File: src/rtl/pc_sequencer.sv
// pc_sequencer
// Fetch/execute sequencer for an 8-bit program counter. It fetches 1- or
// 2-byte instructions over a req/ack memory port and steers the counter's
// control pins. It latches the opcode and operand and issues one-cycle
// execute strobes to the datapath.
//
// Ports:
//   clk       clock
//   rst       asynchronous, active-low reset
//   run       level; start or continue execution
//   mem_ack   memory byte valid, sampled at posedge
//   mem_data  byte returned by memory (valid with mem_ack)
//   mem_req   fetch request; the PC drives the address on bus A
//   pc_mode   counter mode: 0 = increment, 1 = load
//   pc_sel    counter load source: 0 = hold (current PC), 1 = operand (jump)
//   pc_en_a   counter drives bus A (fetch address)
//   pc_en_b   counter drives bus B (GETPC)
//   ir        latched opcode
//   operand   latched second instruction byte
//   alu_go    one-cycle ALU execute strobe
//   ld_go     one-cycle load-immediate strobe
//   busy      sequencer is neither idle nor halted
//   halted    sequencer is halted; only rst leaves this state
module pc_sequencer #(
   parameter logic [7:0] HALT_OP  = 8'hFF,
   parameter logic [7:0] GETPC_OP = 8'hFE
) (
   input  logic       clk,
   input  logic       rst,
   input  logic       run,
   input  logic       mem_ack,
   input  logic [7:0] mem_data,
   output logic       mem_req,
   output logic       pc_mode,
   output logic       pc_sel,
   output logic       pc_en_a,
   output logic       pc_en_b,
   output logic [7:0] ir,
   output logic [7:0] operand,
   output logic       alu_go,
   output logic       ld_go,
   output logic       busy,
   output logic       halted
);

   typedef enum logic [2:0] {
      IDLE  = 3'd0,
      FETCH = 3'd1,
      OPND  = 3'd2,
      EXEC  = 3'd3,
      HALT  = 3'd4
   } state_t;

   state_t     state_reg, state_next;
   logic [7:0] ir_reg, ir_next;
   logic [7:0] operand_reg, operand_next;

   always_ff @(posedge clk or negedge rst) begin
      if (!rst) begin
         state_reg   <= IDLE;
         ir_reg      <= 8'h00;
         operand_reg <= 8'h00;
      end else begin
         state_reg   <= state_next;
         ir_reg      <= ir_next;
         operand_reg <= operand_next;
      end
   end

   // Every output is a decode of the current state and ir. The only input
   // that reaches an output is mem_ack, which reaches pc_mode during a fetch.
   // The counter increments whenever pc_mode is 0, so the idle default is
   // "load the current PC" (pc_mode=1, pc_sel=0). That default holds the PC.
   always_comb begin
      state_next   = state_reg;
      ir_next      = ir_reg;
      operand_next = operand_reg;
      mem_req      = 1'b0;
      pc_mode      = 1'b1;
      pc_sel       = 1'b0;
      pc_en_a      = 1'b0;
      pc_en_b      = 1'b0;
      alu_go       = 1'b0;
      ld_go        = 1'b0;

      case (state_reg)
         IDLE: begin
            if (run) state_next = FETCH;
         end

         FETCH: begin
            mem_req = 1'b1;
            pc_en_a = 1'b1;
            if (mem_ack) begin
               // The byte is accepted, so the PC steps to the next address.
               pc_mode = 1'b0;
               ir_next = mem_data;
               // LDI (01) and JMP (10) carry a second byte.
               if (mem_data[7:6] == 2'b01 || mem_data[7:6] == 2'b10)
                  state_next = OPND;
               else
                  state_next = EXEC;
            end
         end

         OPND: begin
            mem_req = 1'b1;
            pc_en_a = 1'b1;
            if (mem_ack) begin
               pc_mode      = 1'b0;
               operand_next = mem_data;
               state_next   = EXEC;
            end
         end

         EXEC: begin
            if (ir_reg == HALT_OP) begin
               state_next = HALT;
            end else begin
               if (ir_reg == GETPC_OP) pc_en_b = 1'b1;
               case (ir_reg[7:6])
                  2'b00:   alu_go = 1'b1;
                  2'b01:   ld_go  = 1'b1;
                  // The counter loads the operand at the edge that ends EXEC,
                  // so the jump target becomes the next fetch address.
                  2'b10:   pc_sel = 1'b1;
                  default: ;
               endcase
               state_next = run ? FETCH : IDLE;
            end
         end

         HALT: ;

         default: state_next = IDLE;
      endcase
   end

   assign ir      = ir_reg;
   assign operand = operand_reg;
   assign busy    = (state_reg != IDLE) && (state_reg != HALT);
   assign halted  = (state_reg == HALT);

endmodule

File: config.mk
export PLATFORM = sky130hd
export DESIGN_NAME = pc_sequencer
export DESIGN_NICKNAME = d
export VERILOG_FILES = /design/src/rtl/pc_sequencer.sv
export SDC_FILE = /design/constraint.sdc
export NUM_CORES = 1
export LEC_CHECK = 0
export ABC_CLOCK_PERIOD_IN_PS = 4000
export CORE_ASPECT_RATIO = 0.75
export CORE_MARGIN = 2
export CORE_UTILIZATION = 44
export DETAILED_ROUTE_END_ITERATION = 8
export GPL_TIMING_DRIVEN = 0
export PLACE_DENSITY_LB_ADDON = 0.05
export SLEW_MARGIN = 20
export SYNTH_ARGS = -nofsm -noshare
export SYNTH_HDL_FRONTEND = slang
export SYNTH_SLANG_ARGS = --single-unit
export TNS_END_PERCENT = 10
File: constraint.sdc
create_clock -name clk -period 4 [get_ports clk]
set_clock_uncertainty 0.2 [all_clocks]
set_input_delay 0.6 -clock clk [delete_from_list [all_inputs] [get_ports clk]]
set_output_delay 0.6 -clock clk [all_outputs]
set_load 0.05 [all_outputs]
Word-level counts from Yosys, hierarchy flattened
Index checks and enable logic that the tools add are counted.

Bitwise operators: 1. Multiplexer cells: 22. Equal/unequal tests: 14. Reduce and logical (&&, ||, !) cells: 9.

Operators by type and width (count): two-way mux 1 bit (17); == test 8 bit, second input constant (2); one-hot mux 3 bit (5 select lines) (1); two-way mux 3 bit (4); == test 3 x 2 -> 1 bit, second input constant (2); inequality test 2 bit, second input constant (3); == test 2 x 1 -> 1 bit, second input constant (2); == test 2 bit, second input constant (2); AND reduction 2 bit (2); AND reduction 4 bit (1); == test 3 x 1 -> 1 bit, second input constant (1); == test 3 bit, second input constant (1); zero test 3 bit (1); inequality test 3 bit, second input constant (1); nonzero test 3 bit (1); zero test 2 bit (1); OR reduction 2 bit (1); logical AND 1 bit (1); logical OR 1 bit (1); NOT 1 bit (1).

Logic and storage cells: 49. Output and inout port bits: 25. Flip-flop bits (word level): 19. Input port bits: 12.

Longest topological paths before layout
Depth after elaboration: 5. Mapped depth: 4. Depth with buffers taken out: 3.

Worst setup path before layout
Ideal clock, no wire load.

Kind: reg2out. Start point: register ir_reg[6], in the netlist ir[6]. End point: output pc_en_b. Stages on the path, launching flop included: 3. Slack: 1212 ps. Data arrival time: 1988 ps. Data required time: 3200 ps. Path buffers: 0. Cells stage by stage: dfrtp_1 > nand4_1 > nor3_1.

Word-level cells in the longest chain between the ends: 4. Elaborated cells on any way between the ends: 5. Those cells by class: eq/ne: 2; mux: 3.

RTL lines: start: declaration (line 55) `logic [7:0] ir_reg, ir_next;`; start signal: assignment (line 65) `ir_reg <= ir_next;`; == test 8 bit (line 120) `if (ir_reg == GETPC_OP) pc_en_b = 1'b1;`; two-way mux 1 bit (line 120); two-way mux 1 bit * (line 117) `if (ir_reg == HALT_OP) begin`; two-way mux 1 bit * (line 86) `case (state_reg)`; end: declaration (line 37) `output logic pc_en_b,`.

Mark *: on every way between the ends. The rest lies on a longest branch, timed or not.

Final worst setup path
Start point: input mem_ack. End point: output pc_mode.

Word-level cells in the longest chain between the ends: 2.

RTL lines: start: declaration (line 31) `input logic mem_ack,`; two-way mux 1 bit (line 94, 109); two-way mux 1 bit; end: declaration (line 34) `output logic pc_mode,`.

Every way passes these cells.

==> flow_metrics.tcl <==
set metrics [dict create \
    drtIter0Drc 5 \
    clk_path_buf_depth 2 \
    ios 37 \
    finalMaxSlewViolations 0 \
    grt_overflow 0 \
    detail-route-antenna-nets 0 \
    fin_crit_sh_pct 82.4 \
    cts_tree "done" \
    clkLatencyLatePin_ns 0.30 \
    rows 14 \
    cts_hold_buffers 0 \
    setup_viol 0 \
    grt_pass1_vias 683 \
    syn_area_sq_um 885 \
    die_h_um 42.8 \
    rsz0062_at_grt "false" \
    fmax_mhz 304 \
    crit_required_ns 3.20 \
    crit_path_start_kind "input pin" \
    synth.avg_cell_area_sq_um 13.4 \
    wl_per_cell_um 14.4 \
    path_max_fanout 9 \
    multi_input_area_sq_um 383 \
    diodes 0 \
    grt_max_degree 20 \
    dr.pass1.iters 4 \
    ys.warnings.count 0 \
    ys_ff_latch 19 \
    use_met1_pct 23.7 \
    die_w_um 55.8 \
    antenna_found_initial 0 \
    area_delta_synth_final_pct 47.1 \
    synth_nets 78 \
    cts-root-buf "clkbuf_4" \
    start_util_pct 45.5 \
    layout.nets 119 \
    worst_setup_path_end_kind "output pin" \
    hp-class "register to register" \
    met2_usage_pct 29.0 \
    final_hold_viol_count 0 \
    status "finished, final reports clean" \
    finalWirelength_um 1870 \
    die_area_sq_um 2390 \
    slew_headroom_pct 44.9 \
    seq_area_frac_synth_pct 53.7 \
    synth_cell_types 27 \
    maxCapViolations 0 \
    cts_resized 0 \
    final_common_cell "clkdlybuf4s50_1" \
    cts_num_sinks 19 \
    use_met3_pct 6.71 \
    critPathKind "input pin to output pin" \
    most-common-layout-cells "clkdlybuf4s50_1, dfrtp_1, mux2_4, mux2_2" \
    synthCells 66 \
    gp_congestion 0.687 \
    drive_gt1_share_pct 22.6 \
    path_clk_slew_ns 0.09 \
    fill_cells 162 \
    via_count 675 \
    fp.coreArea_sq_um 1940 \
    io_buffer_count 36 \
    grt.busiest_layer "met2" \
    remaining_drc_errors 0 \
    worst_slew_pin_slew_ns 0.824 \
    grt_pass1_wl_um 3240 \
    period_needed_ns 3.29 \
    register_area_sq_um 475 \
    critPathArrivalTime_ns 2.49 \
    track_usage_pct 18.2 \
    cts_buffers 3 \
    post_cts.repair.setup_buffers 0 \
    cts.htree.levels 1 \
    tns_ns 0 \
    drt-vias-per-instance 5.19 \
    dp_hpwl_um 1420 \
    final_util_pct 66.9 \
]
stage by stage:
stage                     hold WS [ns]  worst slack [ns]  std cells  cell area (sq um)
after floorplan                  0.104              1.21         66                885
after global placement           0.293             0.758        126               1270
after detailed placement         0.297             0.690        126               1270
after CTS                        0.324             0.691        130               1300
after global routing             0.350             0.634        130               1300
final                            0.318             0.705        130               1300
per-layer routing:
layer  up-vias  routed length [um]
met3         2                  87
met2        20                 915
li1        321                   -
met4         0                  13
met1       332                 850
met5         -                   0
synthesized netlist by cell type (all sizes together):
library cell / instances / area share [%]
o21ai: 1 / 0.57
nor2b: 1 / 0.71
a21oi: 3 / 1.7
nor2: 3 / 2.1
or2: 1 / 0.71
mux2: 16 / 24
nand4: 2 / 1.4
nand2: 2 / 0.85
o221ai: 1 / 0.99
or3: 1 / 0.71
and4b: 1 / 1.1
dfrtp: 19 / 54
o32ai: 1 / 0.99
nand3: 1 / 0.57
nand3b: 1 / 0.85
nor3: 2 / 1.1
nand2b: 1 / 0.71
nand4b: 1 / 0.99
nor3b: 2 / 1.7
xnor2: 1 / 0.99
buf: 2 / 2.1
and3: 1 / 0.71
inv: 2 / 0.85
final timing paths:
check,start,end,slack [ns],depth (start not counted)
setup / recovery,mem_ack,pc_mode,0.71,6
hold / removal,operand[4],operand[4],0.32,1
setup reg to reg,state_reg[1],ir[3],2.33,3
hold reg to reg,operand[4],operand[4],0.32,1
max in group asynchronous,rst,operand[3],2.51,1
min in group asynchronous,rst,operand[0],0.57,1
cell families after synthesis:
| logic type | share of synthesized area (%) |
|---|---|
| simple gates | 14.3 |
| flops | 53.7 |
| mux | 23.8 |
| compound gates | 4.24 |
| buf+inv | 2.97 |
| xor+xnor | 0.990 |
critical path, stage by stage:
cell and delay [ns]:
clkdlybuf4s50_1 0.46, nor2b_1 0.17, and3_1 0.20, buf_6 0.15, nor2_1 0.10, clkdlybuf4s50_1 0.81
cell type report:
class / count / share of cell area (%)
Sequential cell: 19 / 36.5
Multi-Input combinational cell: 43 / 29.4
Timing Repair Buffer: 36 / 27.7
Tap cell: 24 / 2.31
Clock buffer: 4 / 2.02
Buffer: 2 / 1.44
Inverter: 2 / 0.577
Power is left out: the tool's default activity adds up to more than one toggle a clock period on the data nets, which glitch-free logic cannot reach.
